### config.mk
export PLATFORM = sky130hd
export DESIGN_NAME = sequence_generator_flat
export DESIGN_NICKNAME = d
export VERILOG_FILES = /design/src/rtl/sequence_generator_pkg.sv /design/src/rtl/sequence_generator_if.sv /design/src/rtl/sequence_generator_shift_reg.sv /design/src/rtl/sequence_generator.sv /design/src/flat_wrapper.sv
export SDC_FILE = /design/constraint.sdc
export NUM_CORES = 1
export LEC_CHECK = 0
export CORE_MARGIN = 3
export CORE_UTILIZATION = 49
export DETAILED_ROUTE_END_ITERATION = 6
export GPL_TIMING_DRIVEN = 0
export HOLD_SLACK_MARGIN = 0.05
export PLACE_DENSITY = 0.73
export SETUP_SLACK_MARGIN = 0.5
export SYNTH_ARGS = -nofsm -noshare
export SYNTH_HDL_FRONTEND = slang
export SYNTH_SLANG_ARGS = --single-unit
### constraint.sdc
create_clock -name clk -period 2.4 [get_ports clk]
set_clock_uncertainty 0.05 [all_clocks]
set_input_delay 0.6 -clock clk [delete_from_list [all_inputs] [get_ports clk]]
set_output_delay 0.6 -clock clk [all_outputs]
set_load 0.01 [all_outputs]
### src/rtl/sequence_generator_pkg.sv
// Shared definitions for the serial pattern transmitter and its detector-side peers.
package seq_pkg;

  localparam int SEQ_PAT_W = 3;
  localparam logic [SEQ_PAT_W-1:0] SEQ_DEFAULT_PAT = 3'b101;

  // Transmitter states: waiting for a request, shifting a frame, idling between frames.
  typedef enum logic [1:0] {
    ST_IDLE = 2'd0,
    ST_SEND = 2'd1,
    ST_GAP  = 2'd2
  } seq_state_t;

  // Gap counter width; kept at least one bit so GAP=0 builds still elaborate.
  function automatic int gap_cnt_w(input int gap);
    return (gap > 0) ? $clog2(gap + 1) : 1;
  endfunction

endpackage

### src/rtl/sequence_generator_if.sv
// Request/serial-output bundle of the pattern transmitter.
//
// Handshake: there is no ready signal. A request is taken on a rising edge
// where start=1, abort=0, repeat_cnt!=0 and the block is idle (busy=0);
// pattern and repeat_cnt are captured on that same edge. Requests seen while
// busy are dropped, so a master holding start high gets exactly one
// transmission per idle window. abort=1 cancels on the next edge.
interface sequence_generator_if
  import seq_pkg::*;
#(
  parameter int PAT_W = SEQ_PAT_W,
  parameter int CNT_W = 4
);
  logic             start;
  logic             abort;
  logic [PAT_W-1:0] pattern;
  logic [CNT_W-1:0] repeat_cnt;
  logic             dout;
  logic             dvalid;
  logic             busy;
  logic             done;
  seq_state_t       state;

  modport master (
    output start, abort, pattern, repeat_cnt,
    input  dout, dvalid, busy, done, state
  );

  modport slave (
    input  start, abort, pattern, repeat_cnt,
    output dout, dvalid, busy, done, state
  );
endinterface

### src/rtl/sequence_generator_shift_reg.sv
// Parallel-load, MSB-first parallel-in/serial-out shift register.
module seq_shift_reg #(
  parameter int W = 3
) (
  input  logic         clk,
  input  logic         reset,
  input  logic         load,
  input  logic         shift,
  input  logic [W-1:0] din,
  output logic         msb
);

  logic [W-1:0] sr_q;

  // Load takes priority over shift; the vacated LSB fills with zero.
  always_ff @(posedge clk or negedge reset) begin
    if (!reset) begin
      sr_q <= '0;
    end else if (load) begin
      sr_q <= din;
    end else if (shift) begin
      sr_q <= {sr_q[W-2:0], 1'b0};
    end
  end

  assign msb = sr_q[W-1];

endmodule

### src/rtl/sequence_generator.sv
// Serial pattern transmitter: sends a latched pattern MSB-first, repeat_cnt
// times, with GAP idle cycles between frames, then pulses done.
module sequence_generator
  import seq_pkg::*;
#(
  parameter int PAT_W = SEQ_PAT_W,
  parameter int CNT_W = 4,
  parameter int GAP   = 1
) (
  input  logic                 clk,
  input  logic                 reset,
  sequence_generator_if.slave  bus
);

  localparam int IDX_W = $clog2(PAT_W);
  localparam int GCW   = gap_cnt_w(GAP);
  localparam logic [IDX_W-1:0] IDX_TOP  = IDX_W'(PAT_W - 1);
  localparam logic [GCW-1:0]   GAP_LAST = (GAP > 0) ? GCW'(GAP - 1) : '0;

  seq_state_t       state_q, state_d;
  logic [PAT_W-1:0] pattern_q, pattern_d;
  logic [CNT_W-1:0] frames_q, frames_d;
  logic [IDX_W-1:0] idx_q, idx_d;
  logic [GCW-1:0]   gap_q, gap_d;
  logic             done_q, done_d;
  logic             sr_load, sr_shift;
  logic [PAT_W-1:0] sr_din;
  logic             sr_msb;

  // Next-state and counter control; the shift register is reloaded for the
  // following frame as soon as the current one ends, so the gap needs no load.
  always_comb begin
    state_d   = state_q;
    pattern_d = pattern_q;
    frames_d  = frames_q;
    idx_d     = idx_q;
    gap_d     = gap_q;
    done_d    = 1'b0;
    sr_load   = 1'b0;
    sr_shift  = 1'b0;
    sr_din    = pattern_q;
    case (state_q)
      ST_IDLE: begin
        if (bus.start && !bus.abort && (bus.repeat_cnt != '0)) begin
          state_d   = ST_SEND;
          pattern_d = bus.pattern;
          frames_d  = bus.repeat_cnt;
          idx_d     = IDX_TOP;
          sr_load   = 1'b1;
          sr_din    = bus.pattern;
        end
      end
      ST_SEND: begin
        if (bus.abort) begin
          state_d = ST_IDLE;
        end else if (idx_q == '0) begin
          if (frames_q > CNT_W'(1)) begin
            frames_d = frames_q - CNT_W'(1);
            sr_load  = 1'b1;
            if (GAP > 0) begin
              state_d = ST_GAP;
              gap_d   = '0;
            end else begin
              idx_d = IDX_TOP;
            end
          end else begin
            state_d = ST_IDLE;
            done_d  = 1'b1;
          end
        end else begin
          idx_d    = idx_q - IDX_W'(1);
          sr_shift = 1'b1;
        end
      end
      ST_GAP: begin
        if (bus.abort) begin
          state_d = ST_IDLE;
        end else if (gap_q == GAP_LAST) begin
          state_d = ST_SEND;
          idx_d   = IDX_TOP;
        end else begin
          gap_d = gap_q + GCW'(1);
        end
      end
      default: state_d = ST_IDLE;
    endcase
  end

  // State, latched request and counters.
  always_ff @(posedge clk or negedge reset) begin
    if (!reset) begin
      state_q   <= ST_IDLE;
      pattern_q <= '0;
      frames_q  <= '0;
      idx_q     <= '0;
      gap_q     <= '0;
      done_q    <= 1'b0;
    end else begin
      state_q   <= state_d;
      pattern_q <= pattern_d;
      frames_q  <= frames_d;
      idx_q     <= idx_d;
      gap_q     <= gap_d;
      done_q    <= done_d;
    end
  end

  seq_shift_reg #(.W(PAT_W)) u_shift (
    .clk   (clk),
    .reset (reset),
    .load  (sr_load),
    .shift (sr_shift),
    .din   (sr_din),
    .msb   (sr_msb)
  );

  // Outputs depend only on flops, so they are glitch-free and clear with reset.
  assign bus.dout   = (state_q == ST_SEND) & sr_msb;
  assign bus.dvalid = (state_q == ST_SEND);
  assign bus.busy   = (state_q != ST_IDLE);
  assign bus.done   = done_q;
  assign bus.state  = state_q;

endmodule

### src/flat_wrapper.sv
// flat-port wrapper written by rule: the top's interface ports become plain ports
module sequence_generator_flat import seq_pkg::*;
#(
  parameter int PAT_W = SEQ_PAT_W,
  parameter int CNT_W = 4,
  parameter int GAP   = 1
)
  (clk, reset, bus_start, bus_abort, bus_pattern, bus_repeat_cnt, bus_dout, bus_dvalid, bus_busy, bus_done, bus_state);
  sequence_generator_if #(.PAT_W(PAT_W), .CNT_W(CNT_W)) bus_i ();
  input  logic clk;
  input  logic reset;
  input wire logic [$bits(bus_i.start)-1:0] bus_start;
  input wire logic [$bits(bus_i.abort)-1:0] bus_abort;
  input wire logic [$bits(bus_i.pattern)-1:0] bus_pattern;
  input wire logic [$bits(bus_i.repeat_cnt)-1:0] bus_repeat_cnt;
  output wire logic [$bits(bus_i.dout)-1:0] bus_dout;
  output wire logic [$bits(bus_i.dvalid)-1:0] bus_dvalid;
  output wire logic [$bits(bus_i.busy)-1:0] bus_busy;
  output wire logic [$bits(bus_i.done)-1:0] bus_done;
  output wire logic [$bits(bus_i.state)-1:0] bus_state;
  assign bus_i.start = bus_start;
  assign bus_i.abort = bus_abort;
  assign bus_i.pattern = bus_pattern;
  assign bus_i.repeat_cnt = bus_repeat_cnt;
  assign bus_dout = bus_i.dout;
  assign bus_dvalid = bus_i.dvalid;
  assign bus_busy = bus_i.busy;
  assign bus_done = bus_i.done;
  assign bus_state = bus_i.state;
  sequence_generator #(.PAT_W(PAT_W), .CNT_W(CNT_W), .GAP(GAP)) u_core (.clk(clk), .reset(reset), .bus(bus_i));
endmodule
After elaboration in Yosys (flattened, before gate mapping). Index checks and enable logic that the tools add are counted.

Equal/unequal tests: 11. $add $sub $neg: 3. Reduce and logical (&&, ||, !) cells: 15. $lt $le $gt $ge: 1. Bitwise operators: 1. Mux-type cells: 40.

Operators by type and width (count): 2-bit two-way mux (11); 1-bit two-way mux (16); 4-bit two-way mux (4); 3-bit two-way mux (4); 2-bit case mux with 3 select lines (2); 5-bit AND reduction (2); 2-bit != test (second input constant) (4); 4-bit case mux with 2 select lines (1); 2-bit nonzero test (4); 2-bit by 1-bit != test with 1-bit output (second input constant) (3); 6-bit AND reduction (1); 4-bit by 1-bit > comparator with 1-bit output (second input constant) (1); 2-bit logical NOT (2); 1-bit case mux with 2 select lines (2); 4-bit nonzero test (1); 4-bit by 1-bit subtractor with 4-bit output (second input constant) (1); 3-bit by 2-bit != test with 1-bit output (second input constant) (1); 3-bit != test (second input constant) (1); 3-bit AND reduction (1); 3-bit nonzero test (1); 2-bit by 1-bit equality test with 1-bit output (second input constant) (1); 2-bit equality test (second input constant) (1); 1-bit logical AND (2); 2-bit by 1-bit subtractor with 2-bit output (second input constant) (1); other kinds (3) (3).

Output and inout bits: 6. Register bits after elaboration: 16. Logic and storage cells: 78. Bits of input ports: 11.

Depth between registers and ports, before layout. Gate-level depths: netlist of the first run.

Word-level depth: 6. Gate-level depth with buffers: 8. Depth with buffers taken out: 6.

Cells and area by module. Synthesis of the first run repeated with hierarchy kept, for this count alone.

Cell total of the unflattened synthesis: 76. Area total of the unflattened synthesis: 789.5 sq um.

Modules (own cells, without submodules): sequence_generator (times used 1, area each 661.9 sq um, cells each 64, seq. area each 300.3 sq um); seq_shift_reg (times used 1, area each 127.6 sq um, cells each 12, seq. area each 75.1 sq um).

Worst setup path before layout of the first run. OpenSTA, ideal clock, no wires.

Path kind: input -> register. Start point: input port bus_repeat_cnt[1]. End point: register u_core.u_shift.sr_q[0]. Arrival: 1.812 ns. Path slack: 0.413 ns. Buffers on the path: 1. Stages on the path: 5. Library setup time: 0.125 ns. Data required time: 2.225 ns. Path through: o41ai_2 > or3_1 > buf_6 > mux2_4 > mux2_4.

Longest elaborated chain between the ends: 5. Elaborated cells on any way between the ends: 8. Those cells by class: mux (5); reduce/logical (3).

Ends and longest elaborated chain: start: declaration (line flat_wrapper.sv:15) `input wire logic [$bits(bus_i.repeat_cnt)-1:0] bus_repeat_cnt;`; 4-bit nonzero test * (line sequence_generator.sv:44) `if (bus.start && !bus.abort && (bus.repeat_cnt != '0)) begin`; 1-bit logical AND * (line sequence_generator.sv:44); 1-bit two-way mux or 3-bit two-way mux (tied branches) (line sequence_generator.sv:44); 1-bit case mux with 2 select lines or 3-bit two-way mux (tied branches); 3-bit two-way mux or 2-bit nonzero test (tied branches); end signal: assignment (line sequence_generator_shift_reg.sv:20) `sr_q <= din;`; end signal: assignment (line sequence_generator_shift_reg.sv:22) `sr_q <= {sr_q[W-2:0], 1'b0};`; end: declaration (line sequence_generator_shift_reg.sv:13) `logic [W-1:0] sr_q;`.

Mark *: on every way between the ends. The rest lies on a longest branch, timed or not. A chain may end at the register's enable or synchronous reset.

Final worst setup path of the first run.
Start point: register u_core.state_q[1], in the netlist u_core.bus.state[1]. End point: register u_core.u_shift.sr_q[1].

Longest elaborated chain between the ends: 3. Elaborated cells on any way between the ends: 7. Those cells by class: eq/ne (1); mux (4); reduce/logical (2).

Ends and longest elaborated chain: start: declaration (line sequence_generator.sv:20) `seq_state_t state_q, state_d;`; start signal: assignment (line sequence_generator.sv:99) `state_q <= state_d;`; 2-bit by 1-bit equality test with 1-bit output or 2-bit logical NOT (tied branches) (line sequence_generator.sv:42) `case (state_q)`; 1-bit case mux with 2 select lines (tied with other cells) (line sequence_generator.sv:42); 3-bit two-way mux or 2-bit nonzero test (tied branches).

Parallel ways exist; a longest one is shown, timed or not.

==> flow_metrics.env, run 1 <==
export IMPL_nNetsFinal=128
export IMPL_cts_root_buf="clkbuf_4"
export IMPL_grt_pass1_wl_mm=3.22
export IMPL_grt_max_degree=16
export IMPL_syn_area_per_cell_um2=10.8
export IMPL_synth_ff_type="dfrtp_1"
export IMPL_synth_nets=93
export IMPL_yosysSeqAreaShare=0.439
export IMPL_final_antenna_net_count=0
export IMPL_fp_dieH_um=47.8
export IMPL_stdcell_area_um2=1250
export IMPL_synth_edff_count=0
export IMPL_setup_viol_count_final=0
export IMPL_regArea_um2=377
export IMPL_num_vias=738
export IMPL_routed_wl_mm=2.16
export IMPL_fin_crit_ns=1.93
export IMPL_seqPwrFrac=0.379
export IMPL_reg2reg_from="u_core.bus.state[1]"
export IMPL_hold_class="register to register"
export IMPL_cts_tree="yes"
export IMPL_tightestPinTransition_ns=0.679
export IMPL_end_kind="register"
export IMPL_worstSetupStartpointType="register"
export IMPL_cp_endpoint="u_core.u_shift.sr_q[1]"
export IMPL_place_area_um2=1050
export IMPL_std_cell_rows=14
export IMPL_diodes=0
export IMPL_met2_usage=0.348
export IMPL_gr_total_overflow=0
export IMPL_switchingPower_w=0.000395
export IMPL_ir_worst_vdd_mv=0.648
export IMPL_fin_ws_ns=0.473
export IMPL_slew_headroom=0.546
export IMPL_wl_per_cell_um=16.7
export IMPL_fillers=100
export IMPL_synthTopCellsByArea="dfrtp_1, mux2_4, ha_1"
export IMPL_status="finished, final reports clean"
export IMPL_clk_path_buf_depth=2
export IMPL_grt_busiest_layer="met2"
export IMPL_antenna_found_initial=0
export IMPL_die_width_um=47.8
export IMPL_use_met3=0.0338
export IMPL_crit_required_ns=2.54
export IMPL_gp_congestion=0.776
export IMPL_clkSinkCount=15
export IMPL_grtUsageTotal=0.207
export IMPL_p_leak_nw=0.595
export IMPL_power_density_nw_per_um2=890
export IMPL_rsz0062_at_grt="true"
export IMPL_rr_worst_depth=8
export IMPL_pin_count=17
export IMPL_fmax_mhz=519
export IMPL_finalPower_w=0.00111
export IMPL_drcViolationCount=0
export IMPL_syn_area_um2=855
export IMPL_pre_cts_ws_ns=-0.162
export IMPL_initialDrtViolationCount=12
export IMPL_synth_async_reset_ratio=1.00
export IMPL_startpoint="u_core.bus.state[1]"
export IMPL_insertion_delay_ns=0.30
export IMPL_yosysWarnings=0
export IMPL_place_hpwl_mm=1.23
export IMPL_start_util=0.542
export IMPL_regToRegSetupSlack_ns=0.47
export IMPL_vias_per_cell=5.72
export IMPL_dr_pass1_iters=4
export IMPL_ys_types=28
export IMPL_cap_violations=0
export IMPL_crit_type="register to register"
export IMPL_use_met1=0.258
export IMPL_slew_viol_final=0
export IMPL_ys_ff_latch=15
export IMPL_port_buffers=16
export IMPL_die_area_um2=2280
export IMPL_finalHoldViolCount=0
export IMPL_intPower_w=0.000718
export IMPL_synthCells=79
export IMPL_multi_input_area_um2=508
export IMPL_p_sw_frac=0.355
export IMPL_synth_top_area_cell="dfrtp_1"
export IMPL_cp_arrival_ns=2.06
export IMPL_area_growth_syn_to_layout_pct=46.3
export IMPL_fin_crit_sh=0.803
export IMPL_grt_pass1_vias=700
export IMPL_combPwrFrac=0.482
export IMPL_cts_buffers=3
export IMPL_ctsHtreeMaxLevel=1
export IMPL_clkTransAtPathRegs_ns=0.10
export IMPL_clockPowerShare=0.139
export IMPL_layout_drive_gt1_share=0.442
export IMPL_holdBufCountCts=0
export IMPL_coreArea_um2=1580
export IMPL_crit_fanout=6
export IMPL_synth_top_area_share=0.439
export IMPL_r2r_end="u_core.u_shift.sr_q[1]"
-- sequential cells by signal, indices dropped and copies added (netlist names) --
signal	count
u_core.u_shift.sr_q	3
u_core.idx_q	2
u_core.bus.done	1
u_core.frames_q	4
u_core.bus.state	2
u_core.pattern_q	3
-- synth_stat cells, types with 2 or more instances --
cell	number
inv_1	7
or3_1	2
nand2_1	5
ha_1	3
and2_1	2
a21oi_1	6
dfrtp_1	15
mux2_4	6
mux2_2	2
buf_6	3
nor3_1	2
nand3_1	2
nor2_1	5
a211oi_1	3
a211o_1	3
-- per-stage QoR --
stage                     utilization  setup TNS (ns)  hold WS, ns  cells
final                           0.793               0        0.449    129
after global routing            0.793               0        0.463    129
after CTS                       0.742               0        0.430    122
after detailed placement        0.663          -0.771        0.418    111
after global placement          0.663          -0.772        0.402    111
after floorplan                     -               0        0.254     79
-- critical path, stage by stage (launching register included) --
cell and delay (ns):
dfrtp_2 0.43, buf_6 0.14, nor2_4 0.09, inv_2 0.04, or3_4 0.35, buf_6 0.14, and2_4 0.15, buf_6 0.13
mux2_4 0.29
-- how the worst min path moves through the flow --
stage | start | endpoint | slack [ns] | cells after the start
after detailed placement | u_core.idx_q[0] | u_core.idx_q[0] | 0.42 | 1
after CTS | u_core.idx_q[0] | u_core.idx_q[0] | 0.43 | 1
after global placement | u_core.idx_q[0] | u_core.idx_q[0] | 0.40 | 1
final | u_core.pattern_q[1] | u_core.pattern_q[1] | 0.45 | 1
after global routing | u_core.pattern_q[0] | u_core.pattern_q[0] | 0.46 | 1
after floorplan | reset | u_core.bus.done | 0.25 | 0
-- timing repair --
item,4_1_cts,5_1_grt
pin swaps,4,6
endpoints found under the setup margin,14,10
resized for setup,26,19
setup buffers,7,7
-- cell type report --
cell class / instances / area share
multi-input combinational: 53 / 0.406
sequential: 15 / 0.301
timing repair buffer: 30 / 0.203
buffer: 3 / 0.0270
inverter: 8 / 0.0240
clock buffer: 3 / 0.0180
tap: 16 / 0.0160
clock inverter: 1 / 0.00400
-- routing by layer --
metal	up-vias	part of all wire
met2	24	0.49
met1	360	0.44
met4	0	0.029
met3	7	0.042
met5	-	0
li1	347	-
-- cells in the final DEF (no fill, tap or decap), types with 2 or more instances in the layout --
cell type / instances
a211o_1: 3
a211oi_1: 2
a21oi_1: 6
and2_4: 2
buf_4: 13
buf_6: 5
clkbuf_2: 2
clkbuf_4: 3
clkdlybuf4s15_1: 5
clkdlybuf4s50_1: 6
dfrtp_1: 14
ha_4: 2
inv_1: 5
inv_2: 3
mux2_2: 2
mux2_4: 6
nand2_1: 5
nand3_1: 2
nor2_1: 5
-- cells by family after synthesis --
| family | after synthesis | share of synthesized area |
|---|---|---|
| multiplexers | 8 | 0.132 |
| buffers and inverters | 11 | 0.0747 |
| adder cells (fa/ha/maj) | 3 | 0.0439 |
| flip-flops | 15 | 0.439 |
| AND/OR/NAND/NOR | 24 | 0.154 |
| AO/OA/AOI/OAI | 18 | 0.157 |
-- power by group through the flow --
stage / logic (W) / registers (W) / clock network (W)
floorplan: 0.000279 / 0.000398 / 0
global placement: 0.000366 / 0.000408 / 0
detailed placement: 0.000374 / 0.000414 / 0
CTS: 0.000411 / 0.000416 / 0.000149
global route: 0.000594 / 0.000431 / 0.000166
finish: 0.000536 / 0.000422 / 0.000154
Power figures use the tool's default switching activity.
==> inputs of run 2 (changes only) <==
clock period = 1.96 ns   (was 2.4 ns; I/O delays follow)
==> flow_metrics.env, run 2 (synthesis gave the netlist of run 1 again) <==
export IMPL_switchingPower_w=0.000488
export IMPL_cts_buffers=3
export IMPL_tightestPinTransition_ns=0.665
export IMPL_fin_crit_sh=0.973
export IMPL_status="finished, final reports clean"
export IMPL_multi_input_area_um2=499
export IMPL_setup_viol_count_final=0
export IMPL_rsz0062_at_grt="true"
export IMPL_grt_max_degree=16
export IMPL_mostFrequentLayoutCells="buf_4, dfrtp_1, buf_6"
export IMPL_place_hpwl_mm=1.22
export IMPL_intPower_w=0.000890
export IMPL_largest_register="u_core.frames_q"
export IMPL_p_leak_nw=0.641
export IMPL_grt_pass1_vias=726
export IMPL_crit_required_ns=2.09
export IMPL_grtUsageTotal=0.216
export IMPL_pin_count=17
export IMPL_worstSetupStartpointType="register"
export IMPL_gp_congestion=0.789
export IMPL_area_growth_syn_to_layout_pct=52.9
export IMPL_clkTransAtPathRegs_ns=0.11
export IMPL_cap_violations=0
export IMPL_coreArea_um2=1580
export IMPL_cts_tree="yes"
export IMPL_dr_pass1_iters=4
export IMPL_layout_drive_gt1_share=0.496
export IMPL_finalHoldViolCount=0
export IMPL_fp_dieH_um=47.8
export IMPL_clkSinkCount=15
export IMPL_die_width_um=47.8
export IMPL_crit_type="register to register"
export IMPL_power_density_nw_per_um2=1050
export IMPL_vias_per_cell=5.56
export IMPL_holdBufCountCts=0
export IMPL_cpPeakStageDelay_ns=0.43
export IMPL_num_vias=751
export IMPL_fillers=81
export IMPL_end_kind="register"
export IMPL_port_buffers=16
export IMPL_largest_reg_flops=4
export IMPL_ir_worst_vdd_mv=0.742
export IMPL_antenna_found_initial=0
export IMPL_fmax_mhz=524
export IMPL_fin_crit_ns=1.91
export IMPL_tns_ns=0
export IMPL_cts_root_buf="clkbuf_4"
export IMPL_largestRegisters="u_core.frames_q: 4 flops, u_core.pattern_q: 3 flops, u_core.u_shift.sr_q: 3 flops"
export IMPL_crit_fanout=6
export IMPL_hold_class="register to register"
export IMPL_start_util=0.542
export IMPL_final_antenna_net_count=0
export IMPL_std_cell_rows=14
export IMPL_initialDrtViolationCount=14
export IMPL_wl_per_cell_um=15.6
export IMPL_path_cells="buf_6, nor2_4, inv_2, or3_4, buf_6, mux2_4, mux2_4"
export IMPL_seqPwrFrac=0.380
export IMPL_slew_headroom=0.555
export IMPL_nNetsFinal=134
export IMPL_clockPowerShare=0.137
export IMPL_grt_pass1_wl_mm=3.29
export IMPL_slew_viol_final=0
export IMPL_insertion_delay_ns=0.29
export IMPL_combPwrFrac=0.483
export IMPL_final_common_cell="buf_4"
export IMPL_die_area_um2=2280
export IMPL_crit_slowest_cell="dfrtp_2"
export IMPL_regArea_um2=377
export IMPL_diodes=0
export IMPL_cp_arrival_ns=2.04
export IMPL_p_sw_frac=0.354
export IMPL_clk_path_buf_depth=2
export IMPL_drcViolationCount=0
export IMPL_ctsHtreeMaxLevel=1
export IMPL_whs_ns=0.459
export IMPL_routed_wl_mm=2.11
export IMPL_gr_total_overflow=0
## run 2: repair_timing
item / in CTS / in global routing
endpoints found under the setup margin: 19 / 20
gates resized for setup: 47 / 10
pin swaps: 8 / 4
setup buffers: 13 / 7
## run 2: path summary, 6_finish.rpt
kind                                     startpoint                     end  slack (ns)  depth (start not counted)
worst min register to register  u_core.pattern_q[2]     u_core.pattern_q[2]        0.46                          1
worst min-delay path            u_core.pattern_q[2]     u_core.pattern_q[2]        0.46                          1
min in group asynchronous                     reset      u_core.frames_q[2]        0.54                          1
worst max register to register  u_core.bus.state[1]  u_core.u_shift.sr_q[1]        0.05                          7
worst max-delay path            u_core.bus.state[1]  u_core.u_shift.sr_q[1]        0.05                          7
max in group asynchronous                     reset     u_core.bus.state[1]        0.86                          1
## run 2: metrics by stage
step | utilization | cells | instance area, um^2 | setup slack [ns] | power (W)
global route | 0.829 | 135 | 1310 | -0.00905 | 0.00148
global placement | 0.667 | 111 | 1050 | -0.494 | 0.000959
detailed placement | 0.667 | 111 | 1050 | -0.496 | 0.000975
finish | 0.829 | 135 | 1310 | 0.0531 | 0.00138
floorplan | - | 79 | 872 | 0.0565 | 0.000836
CTS | 0.783 | 128 | 1230 | 0.0856 | 0.00125
## run 2: cell type report
cell class / count / area share
clock buffers: 3 / 0.0172
flip-flops and latches: 15 / 0.288
plain buffers: 3 / 0.0259
clock inverters: 1 / 0.00383
repair buffers: 36 / 0.244
inverters: 8 / 0.0230
well taps: 16 / 0.0153
multi-input cells: 53 / 0.382
## run 2: metal layers
layer,GRT usage,part of all wire,up-vias
met4,0.0914,0.025,0
met1,0.276,0.39,350
met5,0,0,-
met3,0.0414,0.071,8
met2,0.356,0.51,33
li1,-,-,360
## run 2: power by group through the flow
stage          sequential (W)  clock (W)  combinational (W)
3_5_place_dp         0.000513          0           0.000462
6_report             0.000524   0.000189           0.000665
2_1_floorplan        0.000491          0           0.000345
3_3_place_gp         0.000508          0           0.000451
5_1_grt              0.000536   0.000206           0.000735
4_1_cts              0.000515   0.000187           0.000547
## run 2: critical path: cells and delay by family (launching register included)
kind	cells	cell delay [ns]
muxes	2	0.57
and+or+nand+nor	2	0.42
buffers and inverters	3	0.33
DFF	1	0.43
==> inputs of run 3 (changes only) <==
REMOVE_ABC_BUFFERS = 1   (was unset)
==> flow_metrics.env, run 3 (synthesis gave the netlist of run 1 again) <==
export IMPL_fp_dieH_um=47.8
export IMPL_status="finished, final reports clean"
export IMPL_dr_pass1_iters=4
export IMPL_start_util=0.542
export IMPL_num_vias=730
export IMPL_fmax_mhz=539
export IMPL_fillers=88
export IMPL_cap_violations=0
export IMPL_ir_worst_vdd_mv=0.662
export IMPL_cp_common_cell="mux2_4"
export IMPL_tightestPinTransition_ns=0.709
export IMPL_port_buffers=16
export IMPL_placedCellCount=108
export IMPL_pin_count=17
export IMPL_nNetsFinal=130
export IMPL_largest_register="u_core.frames_q"
export IMPL_grtUsageTotal=0.201
export IMPL_diodes=0
export IMPL_path_buf_inv=2
export IMPL_cts_root_buf="clkbuf_4"
export IMPL_holdBufCountCts=0
export IMPL_cp_arrival_ns=1.98
export IMPL_cpPeakStageDelay_ns=0.45
export IMPL_clk_path_buf_depth=2
export IMPL_die_area_um2=2280
export IMPL_p_leak_nw=0.624
export IMPL_cts_tree="yes"
export IMPL_clkSinkCount=15
export IMPL_ctsHtreeMaxLevel=1
export IMPL_area_growth_syn_to_layout_pct=52.1
export IMPL_crit_fanout=6
export IMPL_fin_cells=131
export IMPL_stdcell_area_um2=1300
export IMPL_clkTransAtPathRegs_ns=0.10
export IMPL_cts_buffers=3
export IMPL_power_density_nw_per_um2=1040
export IMPL_place_hpwl_mm=1.23
export IMPL_cp_num_cells=6
export IMPL_crit_slowest_cell="dfrtp_2"
export IMPL_rsz0062_at_grt="true"
export IMPL_final_common_cell="dfrtp_1"
export IMPL_crit_required_ns=2.09
export IMPL_place_area_um2=1000
export IMPL_end_kind="register"
export IMPL_slew_viol_final=0
export IMPL_worstSetupStartpointType="register"
export IMPL_drcViolationCount=0
export IMPL_largestRegisters="u_core.frames_q: 4 flops, u_core.pattern_q: 3 flops, u_core.u_shift.sr_q: 3 flops"
export IMPL_holdPathStages=1
export IMPL_antenna_found_initial=0
export IMPL_gr_total_overflow=0
export IMPL_slew_headroom=0.526
export IMPL_setup_viol_count_final=0
export IMPL_fin_crit_sh=0.947
export IMPL_wl_per_cell_um=16.4
export IMPL_layout_drive_gt1_share=0.496
export IMPL_crit_family="multiplexers"
export IMPL_coreArea_um2=1580
export IMPL_crit_type="register to register"
export IMPL_hold_class="register to register"
export IMPL_routed_wl_mm=2.14
export IMPL_mostFrequentLayoutCells="dfrtp_1, buf_4, buf_6"
export IMPL_fin_crit_ns=1.86
export IMPL_finalPower_w=0.00135
export IMPL_final_antenna_net_count=0
export IMPL_utilization=0.825
export IMPL_grt_pass1_vias=699
export IMPL_initialDrtViolationCount=12
export IMPL_insertion_delay_ns=0.29
export IMPL_grt_pass1_wl_mm=3.16
export IMPL_die_width_um=47.8
export IMPL_grt_max_degree=16
export IMPL_path_cells="buf_6, nor2_4, inv_2, or3_4, mux2_4, mux2_4"
export IMPL_tns_ns=0
export IMPL_finalHoldViolCount=0
export IMPL_gp_congestion=0.793
export IMPL_vias_per_cell=5.57
export IMPL_largest_reg_flops=4
export IMPL_rr_worst_depth=6
export IMPL_std_cell_rows=14
[run 3: cell types whose count changed in the layout (fill, tap and decap cells not counted), sizes merged]
cell	change
clkdlybuf4s15	-1
buf	-4
clkbuf	+1
[run 3: repair_timing]
item / CTS / global route
pin swaps: 6 / 5
gates resized for setup: 51 / 13
endpoints found under the setup margin: 20 / 20
buffers inserted: 15 / 4
[run 3: power breakdown]
| part | total [W] | internal, W | switching (W) | leakage, nW |
|---|---|---|---|---|
| sequential | 0.000508 | 0.000419 | 0.0000891 | 0.179 |
| combinational | 0.000654 | 0.000374 | 0.000280 | 0.427 |
| clock | 0.000187 | 0.0000759 | 0.000111 | 0.0177 |
| total | 0.00135 | 0.000869 | 0.000480 | 0.624 |
[run 3: worst reg2reg max path: cells and delay by family (launching register included)]
kind,cells,cell delay [ns]
and+or+nand+nor,2,0.47
muxes,2,0.58
buffers and inverters,2,0.19
DFF,1,0.45
[run 3: layout make-up]
cell class                      count  area, um^2  share of cell area
Timing Repair Buffer               35         332               0.255
Clock buffer                        3        22.5              0.0173
Tap cell                           16        20.0              0.0154
Inverter                            8        30.0              0.0231
Clock inverter                      1        5.00             0.00385
Multi-Input combinational cell     53         513               0.395
Sequential cell                    15         378               0.291
[run 3: routing by layer]
| metal | global-route usage | wire, um | vias up | share of wire |
|---|---|---|---|---|
| met5 | 0 | 0 | - | 0 |
| met2 | 0.338 | 1100 | 23 | 0.51 |
| met4 | 0.0484 | 0 | 0 | 0 |
| met1 | 0.259 | 955 | 358 | 0.45 |
| li1 | - | - | 349 | - |
| met3 | 0.0489 | 93 | 0 | 0.043 |
[run 3: final timing paths]
path                                      from  slack (ns)                     end
max                        u_core.bus.state[0]        0.10  u_core.u_shift.sr_q[2]
min                            u_core.idx_q[0]        0.43         u_core.idx_q[0]
max reg2reg                u_core.bus.state[0]        0.10  u_core.u_shift.sr_q[2]
min reg2reg                    u_core.idx_q[0]        0.43         u_core.idx_q[0]
max in group asynchronous                reset        0.81     u_core.bus.state[1]
min in group asynchronous                reset        0.56         u_core.idx_q[1]
[run 3: stage by stage]
stage	worst slack, ns	hold slack, ns
after CTS	0.132	0.431
after global placement	-0.746	0.410
after floorplan	-0.0332	0.144
after global routing	0.0776	0.465
after detailed placement	-0.757	0.418
final	0.104	0.433
